<file path="src/rtl/llm_staged_if.sv">
// llm_staged_if: threat indicators in, controller state/enables out.
// The controller uses the slave modport; the driver of the indicators
// (upstream logic or a bench) uses the master modport.
interface llm_staged_if #(
    parameter int NUM_STAGES     = 3,
    parameter int TIMER_W        = 6,
    parameter int MAX_DECEPTIONS = 3
);
    localparam int STAGE_W = (NUM_STAGES > 1) ? $clog2(NUM_STAGES) : 1;
    localparam int CNT_W   = ($clog2(MAX_DECEPTIONS + 1) > 0) ? $clog2(MAX_DECEPTIONS + 1) : 1;

    logic                  green;
    logic                  red;
    logic                  yellow;
    logic [2:0]            mode;
    logic [STAGE_W-1:0]    stage;
    logic [NUM_STAGES-1:0] attack_en;
    logic                  expansion_out;
    logic                  deception_out;
    logic [CNT_W-1:0]      deception_cnt;
    logic [TIMER_W-1:0]    timer;

    modport master (
        output green, red, yellow,
        input  mode, stage, attack_en, expansion_out, deception_out, deception_cnt, timer
    );

    modport slave (
        input  green, red, yellow,
        output mode, stage, attack_en, expansion_out, deception_out, deception_cnt, timer
    );
endinterface

</file>
<file path="src/rtl/llm_staged.sv">
// llm_staged: lay-low / N-stage attack / expansion sequencer with yellow
// step-back, saturating state timer and a deception budget escalating to FAIL.
// Optional feature macro: LLM_RECOVER_EN (yellow-held recovery out of FAIL).
// All outputs are decoded from registered state only.
module llm_staged #(
    parameter int NUM_STAGES     = 3,
    parameter int TIMER_W        = 6,
    parameter int LOW_DWELL      = 20,
    parameter int STAGE_DWELL    = 20,
    parameter int LAST_DWELL     = 10,
    parameter int DECEPT_LEN     = 15,
    parameter int MAX_DECEPTIONS = 3,
    parameter int RECOVER_LEN    = 8
) (
    input  logic      clock,
    input  logic      reset_n,
    llm_staged_if.slave bus
);
    localparam int STAGE_W = (NUM_STAGES > 1) ? $clog2(NUM_STAGES) : 1;
    localparam int CNT_W   = ($clog2(MAX_DECEPTIONS + 1) > 0) ? $clog2(MAX_DECEPTIONS + 1) : 1;
    localparam int TMAX    = (1 << TIMER_W) - 1;

    localparam logic [TIMER_W-1:0] LOW_T    = TIMER_W'(LOW_DWELL);
    localparam logic [TIMER_W-1:0] STAGE_T  = TIMER_W'(STAGE_DWELL);
    localparam logic [TIMER_W-1:0] LAST_T   = TIMER_W'(LAST_DWELL);
    localparam logic [TIMER_W-1:0] DECEPT_T = TIMER_W'(DECEPT_LEN);
    localparam logic [TIMER_W-1:0] ONE_T    = TIMER_W'(1);
    localparam logic [STAGE_W-1:0] LAST_STG = STAGE_W'(NUM_STAGES - 1);
    localparam logic [CNT_W-1:0]   MAX_CNT  = CNT_W'(MAX_DECEPTIONS);

    // Build-time parameter checks: every dwell must be reachable by the timer.
    // RECOVER_LEN is range-checked even when recovery is not built so the
    // parameter set stays valid if the feature is switched on later.
    generate
        if (NUM_STAGES < 1 || NUM_STAGES > 8) begin : g_bad_stages
            $error("llm_staged: NUM_STAGES must be 1..8");
        end
        if (MAX_DECEPTIONS < 1) begin : g_bad_max
            $error("llm_staged: MAX_DECEPTIONS must be >= 1");
        end
        if (LOW_DWELL > TMAX || STAGE_DWELL > TMAX || LAST_DWELL > TMAX ||
            DECEPT_LEN > TMAX || RECOVER_LEN > TMAX) begin : g_bad_dwell
            $error("llm_staged: a dwell exceeds the timer range");
        end
    endgenerate

    typedef enum logic [2:0] {
        LAY_LOW   = 3'd0,
        ATTACK    = 3'd1,
        DECEPTION = 3'd2,
        FAIL      = 3'd3,
        EXPANSION = 3'd4
    } mode_t;

    mode_t              mode_q,  mode_d;
    logic [STAGE_W-1:0] stage_q, stage_d;
    logic [TIMER_W-1:0] timer_q, timer_d;
    logic [CNT_W-1:0]   cnt_q,   cnt_d;
    logic               restart;
    logic [TIMER_W-1:0] dwell;

    function automatic logic [TIMER_W-1:0] timer_inc(input logic [TIMER_W-1:0] t);
        return (t == '1) ? t : t + 1'b1;
    endfunction

    function automatic logic [CNT_W-1:0] cnt_inc(input logic [CNT_W-1:0] c);
        return (c == MAX_CNT) ? c : c + 1'b1;
    endfunction

    // State register: synchronous active-low reset overrides every transition.
    always_ff @(posedge clock) begin
        if (!reset_n) begin
            mode_q  <= LAY_LOW;
            stage_q <= '0;
            timer_q <= ONE_T;
            cnt_q   <= '0;
        end else begin
            mode_q  <= mode_d;
            stage_q <= stage_d;
            timer_q <= timer_d;
            cnt_q   <= cnt_d;
        end
    end

    // Next-state logic: red > yellow > green, dwell tests use the pre-edge timer.
    always_comb begin
        mode_d  = mode_q;
        stage_d = stage_q;
        cnt_d   = cnt_q;
        restart = 1'b0;
        dwell   = (stage_q == LAST_STG) ? LAST_T : STAGE_T;
        case (mode_q)
            LAY_LOW: begin
                if (bus.red) begin
                    mode_d = DECEPTION;
                end else if (bus.yellow) begin
                    restart = 1'b1;
                end else if (bus.green && timer_q >= LOW_T) begin
                    mode_d  = ATTACK;
                    stage_d = '0;
                end
            end
            ATTACK: begin
                if (bus.red) begin
                    mode_d  = DECEPTION;
                    stage_d = '0;
                end else if (bus.yellow) begin
                    if (stage_q == '0) begin
                        mode_d = LAY_LOW;
                    end else begin
                        stage_d = stage_q - 1'b1;
                    end
                end else if (bus.green && timer_q >= dwell) begin
                    if (stage_q == LAST_STG) begin
                        mode_d  = EXPANSION;
                        stage_d = '0;
                    end else begin
                        stage_d = stage_q + 1'b1;
                    end
                end
            end
            DECEPTION: begin
                // Inputs only matter once the deception window has run out.
                if (timer_q >= DECEPT_T) begin
                    if (bus.red || cnt_q == MAX_CNT) begin
                        mode_d = FAIL;
                    end else begin
                        mode_d = LAY_LOW;
                    end
                end
            end
            FAIL: begin
`ifdef LLM_RECOVER_EN
                // Recovery needs yellow held continuously for RECOVER_LEN cycles.
                if (!bus.yellow) begin
                    restart = 1'b1;
                end else if (timer_q >= TIMER_W'(RECOVER_LEN)) begin
                    mode_d = LAY_LOW;
                    cnt_d  = '0;
                end
`else
                mode_d = FAIL;
`endif
            end
            EXPANSION: begin
                mode_d = EXPANSION;
            end
            default: begin
                mode_d  = LAY_LOW;
                stage_d = '0;
            end
        endcase

        if (mode_d == DECEPTION && mode_q != DECEPTION) begin
            cnt_d = cnt_inc(cnt_q);
        end

        // Any change of (mode, stage), including a stage step, restarts the timer.
        if (restart || mode_d != mode_q || stage_d != stage_q) begin
            timer_d = ONE_T;
        end else begin
            timer_d = timer_inc(timer_q);
        end
    end

    // Moore output decode from registered state.
    always_comb begin
        bus.mode          = mode_q;
        bus.stage         = stage_q;
        bus.expansion_out = (mode_q == EXPANSION);
        bus.deception_out = (mode_q == DECEPTION) || (mode_q == FAIL);
        bus.deception_cnt = cnt_q;
        bus.timer         = timer_q;
        bus.attack_en     = '0;
        for (int i = 0; i < NUM_STAGES; i++) begin
            bus.attack_en[i] = (mode_q == EXPANSION) ||
                               (mode_q == ATTACK && i <= int'(stage_q));
        end
    end
endmodule
</file>
<file path="src/flat_wrapper.sv">
// flat-port wrapper written by rule: the top's interface ports become plain ports
module llm_staged_flat 
#(
    parameter int NUM_STAGES     = 3,
    parameter int TIMER_W        = 6,
    parameter int LOW_DWELL      = 20,
    parameter int STAGE_DWELL    = 20,
    parameter int LAST_DWELL     = 10,
    parameter int DECEPT_LEN     = 15,
    parameter int MAX_DECEPTIONS = 3,
    parameter int RECOVER_LEN    = 8
)
  (clock, reset_n, bus_green, bus_red, bus_yellow, bus_mode, bus_stage, bus_attack_en, bus_expansion_out, bus_deception_out, bus_deception_cnt, bus_timer);
  llm_staged_if #(.NUM_STAGES(NUM_STAGES), .TIMER_W(TIMER_W), .MAX_DECEPTIONS(MAX_DECEPTIONS)) bus_i ();
  input  logic clock;
  input  logic reset_n;
  input wire logic [$bits(bus_i.green)-1:0] bus_green;
  input wire logic [$bits(bus_i.red)-1:0] bus_red;
  input wire logic [$bits(bus_i.yellow)-1:0] bus_yellow;
  output wire logic [$bits(bus_i.mode)-1:0] bus_mode;
  output wire logic [$bits(bus_i.stage)-1:0] bus_stage;
  output wire logic [$bits(bus_i.attack_en)-1:0] bus_attack_en;
  output wire logic [$bits(bus_i.expansion_out)-1:0] bus_expansion_out;
  output wire logic [$bits(bus_i.deception_out)-1:0] bus_deception_out;
  output wire logic [$bits(bus_i.deception_cnt)-1:0] bus_deception_cnt;
  output wire logic [$bits(bus_i.timer)-1:0] bus_timer;
  assign bus_i.green = bus_green;
  assign bus_i.red = bus_red;
  assign bus_i.yellow = bus_yellow;
  assign bus_mode = bus_i.mode;
  assign bus_stage = bus_i.stage;
  assign bus_attack_en = bus_i.attack_en;
  assign bus_expansion_out = bus_i.expansion_out;
  assign bus_deception_out = bus_i.deception_out;
  assign bus_deception_cnt = bus_i.deception_cnt;
  assign bus_timer = bus_i.timer;
  llm_staged #(.NUM_STAGES(NUM_STAGES), .TIMER_W(TIMER_W), .LOW_DWELL(LOW_DWELL), .STAGE_DWELL(STAGE_DWELL), .LAST_DWELL(LAST_DWELL), .DECEPT_LEN(DECEPT_LEN), .MAX_DECEPTIONS(MAX_DECEPTIONS), .RECOVER_LEN(RECOVER_LEN)) u_core (.clock(clock), .reset_n(reset_n), .bus(bus_i));
endmodule
</file>
<file path="config.mk">
export PLATFORM = sky130hd
export DESIGN_NAME = llm_staged_flat
export DESIGN_NICKNAME = d
export VERILOG_FILES = /design/src/rtl/llm_staged_if.sv /design/src/rtl/llm_staged.sv /design/src/flat_wrapper.sv
export SDC_FILE = /design/constraint.sdc
export NUM_CORES = 1
export LEC_CHECK = 0
export CAP_MARGIN = 10
export CORE_MARGIN = 8
export CORE_UTILIZATION = 47
export DETAILED_ROUTE_END_ITERATION = 10
export GPL_TIMING_DRIVEN = 0
export HOLD_SLACK_MARGIN = 0.12
export PLACE_DENSITY = 0.75
export SETUP_SLACK_MARGIN = 0.5
export SLEW_MARGIN = 10
export SYNTH_ARGS = -nofsm -noshare
export SYNTH_HDL_FRONTEND = slang
export SYNTH_SLANG_ARGS = --single-unit
</file>
<file path="constraint.sdc">
create_clock -name clock -period 4.08 [get_ports clock]
set_input_delay 0.408 -clock clock [delete_from_list [all_inputs] [get_ports clock]]
set_output_delay 0.408 -clock clock [all_outputs]
set_load 0.05 [all_outputs]
</file>
# Yosys cells after proc, flatten, opt, wreduce, memory -nomap -nowiden
# Cells that the tools add are included.
dict set report word_totals {
  reg_bits 13
  output_inout_bits 18
  inputBits 5
}
dict set report classes {
  reduce_logical 17
  bitwise 2
  n_eq_ne 11
  muxes 24
  add_sub_neg 4
  n_lt_le_gt_ge 5
}
# op count
set op_table {}
lappend op_table {{two-way mux 3 bit} 9}
lappend op_table {{two-way mux 2 bit} 9}
lappend op_table {{case mux 3 bit (5 select lines)} 1}
lappend op_table {{equality test 3 x 2 -> 1 bit (second input constant)} 3}
lappend op_table {{logical OR 1 bit} 7}
lappend op_table {{adder 6 x 1 -> 6 bit (second input constant)} 1}
lappend op_table {{equality test 6 bit (second input constant)} 1}
lappend op_table {{>= comparator 6 x 4 -> 1 bit (second input constant)} 1}
lappend op_table {{>= comparator 6 x 5 -> 1 bit (second input constant)} 1}
lappend op_table {{>= comparator 6 bit} 1}
lappend op_table {{case mux 2 bit (3 select lines)} 1}
lappend op_table {{logical AND 1 bit} 5}
lappend op_table {{two-way mux 5 bit} 1}
lappend op_table {{adder 2 x 1 -> 2 bit (second input constant)} 2}
lappend op_table {{equality test 2 bit (second input constant)} 2}
lappend op_table {{equality test 3 x 1 -> 1 bit (second input constant)} 1}
lappend op_table {{equality test 3 bit (second input constant)} 1}
lappend op_table {{logical NOT 3 bit} 1}
lappend op_table {{two-way mux 1 bit} 3}
lappend op_table {{!= test 3 x 2 -> 1 bit (second input constant)} 1}
lappend op_table {{!= test 3 bit} 1}
lappend op_table {{OR reduction 3 bit} 1}
lappend op_table {{less-or-equal comparator 1 x 2 -> 1 bit (first input constant)} 1}
lappend op_table {{less-or-equal comparator 2 bit (first input constant)} 1}
lappend op_table {{6 further kinds} 7}

# Logic depth before layout (Yosys ltp)
# Gate-level depths: netlist of run 1.
dict set report logic_depth {
  word_depth 12
  mapped_depth 11
  ltp_nobuf 9
}

# Worst setup path before layout of run 1
# OpenSTA, ideal clock, no wires.
dict set report synth_path {
  path_type {register to register}
  start {register u_core.stage_q[0] (netlist: u_core.bus.stage[0])}
  end {register u_core.timer_q[0] (netlist: u_core.bus.timer[0])}
  arrival_ns 2.617
  n_path_buf 0
  path_stages_with_launch 8
  setup_ns 0.127
  slack_ns 1.336
  period_less_slack_ns 2.744
  t_required_ns 3.953
  path_cell_list {dfxtp_1 and2b_1 ha_1 a211o_1 o21bai_2 a311oi_2 o31ai_2 or3_1}
}
dict set report synth_between {
  elab_chain_cells 12
}
# element line
set synth_rtl {}
lappend synth_rtl {{start, declared} llm_staged.sv:56} ;# logic [STAGE_W-1:0] stage_q, stage_d;
lappend synth_rtl {{start signal, assigned} llm_staged.sv:79} ;# stage_q <= stage_d;
lappend synth_rtl {{equality test 2 bit} {llm_staged.sv:91, llm_staged.sv:114}}
lappend synth_rtl {{two-way mux 5 bit} llm_staged.sv:91} ;# dwell = (stage_q == LAST_STG) ? LAST_T : STAGE_T;
lappend synth_rtl {{>= comparator 6 bit} llm_staged.sv:113} ;# end else if (bus.green && timer_q >= dwell) begin
lappend synth_rtl {{logical AND 1 bit} llm_staged.sv:113}
lappend synth_rtl {{two-way mux 3 bit} llm_staged.sv:113}
lappend synth_rtl {{two-way mux 3 bit} llm_staged.sv:107} ;# end else if (bus.yellow) begin
lappend synth_rtl {{two-way mux 3 bit} llm_staged.sv:104} ;# if (bus.red) begin
lappend synth_rtl {{case mux 3 bit (5 select lines)} llm_staged.sv:92} ;# case (mode_q)
lappend synth_rtl {{!= test 3 bit} llm_staged.sv:159} ;# if (restart || mode_d != mode_q || stage_d != stage_q) begin
lappend synth_rtl {{logical OR 1 bit} llm_staged.sv:159}
lappend synth_rtl {{logical OR 1 bit (*)} llm_staged.sv:159}
lappend synth_rtl {{OR reduction 2 bit (no line) (*)} -}
lappend synth_rtl {{end signal, assigned} llm_staged.sv:80} ;# timer_q <= timer_d;
lappend synth_rtl {{end, declared} llm_staged.sv:57} ;# logic [TIMER_W-1:0] timer_q, timer_d;
# Mark *: on every way between the ends. The rest lies on a longest branch, timed or not.
# A chain may end at the register's enable or synchronous reset.

# Worst setup path in the final report of run 1
# Same ends and word-level chain as after synthesis.

==> results of run 1 <==
tightest hold or removal path, delay by kind of cell:
family	cells	cell delay [ns]
compound gates	1	0.03
simple gates	1	0.11
buf+inv	1	0.19
kinds of logic (layout without fill, tap and decap cells):
logic type                 after synthesis  in the layout
muxes                                    3              3
adders and majority gates                6              6
xor gates and xnor gates                 3              3
and+or+nand+nor                         53             53
AOI/OAI and AO/OA                       36             36
buffers and inverters                   12             37
DFF                                     13             13
registers in the layout, summed over array words and instances (netlist names):
name                      flops
u_core.bus.timer              6
u_core.bus.mode               3
u_core.bus.deception_cnt      2
u_core.bus.stage              2
area by class of cell:
type	instances	area, sq um	share of cell area (%)
inverters	5	18.8	1.42
flip-flops and latches	13	260	19.7
multi-input cells	101	724	54.9
well taps	28	35.0	2.65
repair buffers	21	210	15.9
plain buffers	7	43.8	3.32
clock buffers	3	22.5	1.71
clock inverters	1	5.00	0.379
per-layer routing:
metal	vias up	share of wire [%]	global-route usage, %
met4	0	1.8	5.57
met1	489	43	14.6
met5	-	0	0
met2	36	50	22.4
met3	6	5.7	4.24
li1	516	-	-
power by group through the flow:
| stage | clock (mW) | sequential, mW | combinational (mW) |
|---|---|---|---|
| 2_1_floorplan | 0 | 0.157 | 0.0303 |
| 3_3_place_gp | 0 | 0.140 | 0.0681 |
| 3_5_place_dp | 0 | 0.141 | 0.0692 |
| 4_1_cts | 0.0888 | 0.138 | 0.0698 |
| 5_1_grt | 0.0941 | 0.138 | 0.0746 |
| 6_report | 0.0868 | 0.137 | 0.0695 |
cells in the mapped netlist, types with 3 or more instances:
master	instances	area share, %
inv_1	5	1.8
mux2i_1	3	2.9
nand3_1	7	3.3
dfxtp_1	13	25
o211ai_1	4	2.9
clkbuf_1	3	1.1
xnor2_1	3	2.5
o21ai_0	6	2.9
nand2b_1	3	1.8
nor2_1	7	2.5
and2b_1	3	2.2
nor3_1	7	3.3
ha_1	6	7.2
a21oi_1	8	3.8
nor2b_1	3	1.8
o21a_1	3	2.2
nand2_1	9	3.2
path summary, 6_finish.rpt:
kind	cells after the start	start	endpoint	slack (ns)
min reg2reg	2	u_core.bus.deception_cnt[1]	u_core.bus.deception_cnt[1]	0.52
min	3	reset_n	u_core.bus.stage[0]	0.49
max	7	u_core.bus.stage[0]	u_core.bus.timer[0]	1.46
max reg2reg	7	u_core.bus.stage[0]	u_core.bus.timer[0]	1.46
per-stage QoR:
step / utilization [%] / setup WS [ns] / hold WS, ns / instance area, sq um / cells
after detailed placement: 59.6 / 1.37 / 0.511 / 1290 / 175
after global routing: 60.8 / 1.35 / 0.524 / 1320 / 179
after CTS: 60.8 / 1.46 / 0.500 / 1320 / 179
after floorplan: - / 1.34 / 0.608 / 1050 / 126
after global placement: 59.6 / 1.40 / 0.482 / 1290 / 175
final: 60.8 / 1.46 / 0.487 / 1320 / 179
==> results.toml, run 1 <==
[run_status]
outcome = "finished clean"

[logic_synthesis]
synthMuxAreaShare_pct = 2.87
syn_area_per_cell_sq_um = 8.31
syn_inst = 126
syn_nets = 137
syn_area_sq_um = 1050
synthAdderAreaFrac_pct = 7.17
synth_xor_area_share_pct = 2.51
synth_ff_type = "dfxtp_1"
synth_top_family_by_area = "simple AND/OR/NAND/NOR gates"
ys_ff_latch = 13
synth_warnings = 0
async_flop_share_pct = 0
synth-edff-count = 0
yosysUniqueCellTypes = 45
synth_seq_area_share_pct = 24.9
synth_compound_area_share_pct = 27.6
synthSimpleGateAreaFrac_pct = 29.0

[pwr]
combPwrFrac_pct = 23.7
power_mw = 0.294
p_seq_share_pct = 46.8
swShare_pct = 34.1
p_int_mw = 0.194
switchingPower_mw = 0.100
p_leak_nw = 0.477
p_clk_share_pct = 29.5
peakVddDrop_mv = 0.176
p_per_area_nw_per_um2 = 223

[cells_and_area]
drive_gt1_share_pct = 11.9
fillCellCount = 208
diodes = 0
nets = 163
layout_common_cells = "21 x clkdlybuf4s50_1, 13 x dfxtp_1, 9 x nand2_1, 8 x a21oi_1"
final_common_cell = "clkdlybuf4s50_1"
syn_to_final_growth_pct = 26.0

[sta]
clock_skew_ns = 0.00192
finalHoldViolations = 0
setup_tns_ns = 0
max_freq_ghz = 0.382
min_period_ns = 2.62
min_period_over_period_pct = 64.2
rsz0062_at_grt = "false"
max_slew_margin_pct = 66.4
maxSlewViolCount = 0
setup-violations-final = 0
worstMarginPinSlew_ns = 0.502

[route]
vias = 1047
antenna_left = 0
drc = 0
wl_per_cell_um = 14.6
dr.pass1.iters = 4
drt_iter0_drc = 22
drt_wl_total_mm = 2.61
vias_per_cell = 5.85

[setup_path]
crit_arrival_ns = 2.79
cp_max_fo = 9
crit_type = "reg -> reg"
critical_path.top_delay_family = "compound AO/OA/AOI/OAI gates"
worstPathRequired_ns = 4.25
cpPeakStageDelay_ns = 0.51
worstSetupStartpointType = "flip-flop"
setup.worst_path.end_class = "flip-flop"
critical_path_buf_inv_count = 0
cp_slowest_cell = "dfxtp_1"
crit_chain = "and2b_1 > ha_1 > a211o_1 > o21bai_2 > a311oi_2 > o31ai_2 > or3_1"

[clock_tree]
cts_root_buffer = "clkbuf_4"
clock_sinks = 13
cts_setup_buffers = 0
htree_levels = 1
cts_tree = "built"
cts_resized = 0
hold_buffers = 0
clk_latency_ns = 0.28
numCtsBuffers = 3
clkSlewWorstSetupHoldPaths_ns = 0.10
cts_buffer_depth = 2

[floorplanning]
num_rows = 17
die_h_um = 63.2
die_x_um = 63.2
ios = 23
initial_core_util_pct = 48.3
core_area_sq_um = 2170
dieArea_sq_um = 3990

[grt]
grt.overflow.total = 0
grt.total_usage_pct = 13.1
grt_max_degree = 11
antenna_found_initial = 0
grt_pass1_wl_mm = 4.44
grt_pass1_vias = 1043

[hold_path]
hold_class = "in -> reg"

[place]
place_congestion = 0.883
dp.final_hpwl_mm = 1.98
port_buffers = 21

[flow_run]
max-cap-violations = 0
No activity file was read; power rests on OpenSTA's default activity.
==> run 2, diff against run 1 <==
--- a/config.mk
+++ b/config.mk
@@ -7,7 +7,7 @@
 export LEC_CHECK = 0
 export CAP_MARGIN = 10
 export CORE_MARGIN = 8
-export CORE_UTILIZATION = 47
+export CORE_UTILIZATION = 45
 export DETAILED_ROUTE_END_ITERATION = 10
 export GPL_TIMING_DRIVEN = 0
 export HOLD_SLACK_MARGIN = 0.12
==> constraint.sdc (replaced) <==
create_clock -name clock -period 2.16 [get_ports clock]
set_input_delay 0.216 -clock clock [delete_from_list [all_inputs] [get_ports clock]]
set_output_delay 0.216 -clock clock [all_outputs]
set_load 0.05 [all_outputs]
==> results.toml, run 2 (same netlist as run 1, synthesis figures left out) <==
[run_status]
outcome = "finished, violations left"
violations = "setup timing"

[cells_and_area]
final_common_cell = "buf_4"
fillCellCount = 165
largest_reg_flops = 6
nets = 177
syn_to_final_growth_pct = 57.2
ff_latch_area_sq_um = 290
stdcell_count = 193
diodes = 0
layout_common_cells = "14 x buf_4, 10 x dlygate4sd2_1"
final_util_pct = 74.4
multi_input_area_sq_um = 921
drive_gt1_share_pct = 47.9

[setup_path]
crit_type = "reg -> reg"
setup.worst_path.end_class = "flip-flop"
crit_arrival_ns = 2.44
worstSetupStartpointType = "flip-flop"
reg2regPathDepth = 9
r2r_end = "u_core.bus.timer[0]"
worstPathRequired_ns = 2.34
r2r-start = "u_core.bus.stage[1]"
r2r_slack_ns = -0.09
cp_max_fo = 4

[grt]
grt_pass1_wl_mm = 5.20
grt_pass1_vias = 1097
grt.total_usage_pct = 15.2
grt_max_degree = 11
antenna_found_initial = 0
grt.overflow.total = 0

[sta]
setup_tns_ns = -0.215
finalHoldViolations = 0
max_slew_margin_pct = 66.6
min_period_ns = 2.25
min_period_over_period_pct = 104
maxSlewViolCount = 0
max_freq_ghz = 0.444
clock_skew_ns = 0.00934
setup_ws_ns = -0.0941
rsz0062_at_grt = "true"
setup-violations-final = 6
worstMarginPinSlew_ns = 0.499

[floorplanning]
die_h_um = 64.2
dieArea_sq_um = 4130
initial_core_util_pct = 47.3
num_rows = 17
core_area_sq_um = 2210
ios = 23
die_x_um = 64.2

[route]
vias = 1126
vias_per_cell = 5.83
dr.pass1.iters = 4
drt_wl_total_mm = 3.18
drc = 0
wl_per_cell_um = 16.5
drt_iter0_drc = 26
antenna_left = 0

[hold_path]
min-delay-start = "reset_n"
holdPathStages = 3
hold_path_end = "u_core.bus.deception_cnt[1]"
hold_class = "in -> reg"

[place]
place_inst = 175
dp_slack_ns = -0.403
dp.final_hpwl_mm = 2.15
port_buffers = 21
place_congestion = 0.875

[pwr]
peakVddDrop_mv = 0.349
p_leak_nw = 0.625
p_per_area_nw_per_um2 = 347
power_mw = 0.571

[flow_run]
max-cap-violations = 0

[clock_tree]
clkSlewWorstSetupHoldPaths_ns = 0.09
htree_levels = 1
clk_latency_ns = 0.29
cts_root_buffer = "clkbuf_4"
clock_sinks = 13
cts_tree = "built"
cts_buffer_depth = 2
numCtsBuffers = 3
[run 2: cell count changes in the layout (fill, tap and decap cells not counted), sizes merged]
| cell | delta |
|---|---|
| buf | +20 |
| clkdlybuf4s50 | -16 |
| clkdlybuf4s15 | +1 |
| dlygate4sd2 | +10 |
| clkbuf | -1 |
[run 2: final cells by class]
| class | instances | share of cell area, % |
|---|---|---|
| inverters | 5 | 1.29 |
| flip-flops and latches | 13 | 17.6 |
| multi-input cells | 101 | 55.9 |
| clock buffers | 3 | 1.37 |
| well taps | 28 | 2.13 |
| clock inverters | 1 | 0.304 |
| repair buffers | 35 | 18.1 |
| plain buffers | 7 | 3.27 |
[run 2: power breakdown]
group / internal [mW] / total (mW) / switching (mW)
Sequential: 0.247 / 0.257 / 0.0105
Clock: 0.0689 / 0.160 / 0.0913
Combinational: 0.0558 / 0.154 / 0.0980
Total: 0.372 / 0.571 / 0.200
[run 2: metrics by stage]
step                      cell area (sq um)  hold WS [ns]
after global routing                   1650         0.364
after detailed placement               1400         0.490
after global placement                 1400         0.477
after CTS                              1570         0.330
after floorplan                        1150         0.409
final                                  1650         0.345
[run 2: worst max-delay path by stage]
stage | startpoint | end | slack [ns] | cells after the start
2_1_floorplan | u_core.bus.stage[1] | u_core.bus.timer[0] | -0.17 | 9
4_1_cts | u_core.bus.stage[1] | u_core.bus.timer[0] | -0.13 | 9
5_1_grt | u_core.bus.stage[1] | u_core.bus.timer[0] | -0.18 | 9
6_report | u_core.bus.stage[1] | u_core.bus.timer[0] | -0.09 | 9
3_5_place_dp | bus_red | u_core.bus.timer[0] | -0.40 | 7
3_3_place_gp | bus_red | u_core.bus.timer[0] | -0.32 | 7
[run 2: repair_timing]
| item | 4_1_cts | 5_1_grt |
|---|---|---|
| endpoints found under the hold margin | 0 | 0 |
| setup endpoints to repair | 28 | 17 |
| resized for setup | 58 | 16 |
| setup buffers | 11 | 3 |
| pin swaps | 13 | 8 |
| gates cloned | 0 | 0 |
| hold buffers | 0 | 0 |
[run 2: critical path: stages, from the launching register on]
cell and delay [ns]:
dfxtp_4 0.35, buf_6 0.11, and2b_1 0.18, ha_4 0.24, a211o_1 0.34, nand2_2 0.11
o21ai_4 0.09, o311ai_4 0.29, nand2_2 0.10, or3_1 0.36
[run 2: metal layers]
metal  routed length [um]  share of wire [%]  GRT usage, %
met1                 1420                 45          17.5
met2                 1590                 50          27.0
met3                  106                3.3          2.26
met4                   62                2.0          6.81
met5                    0                  0             0
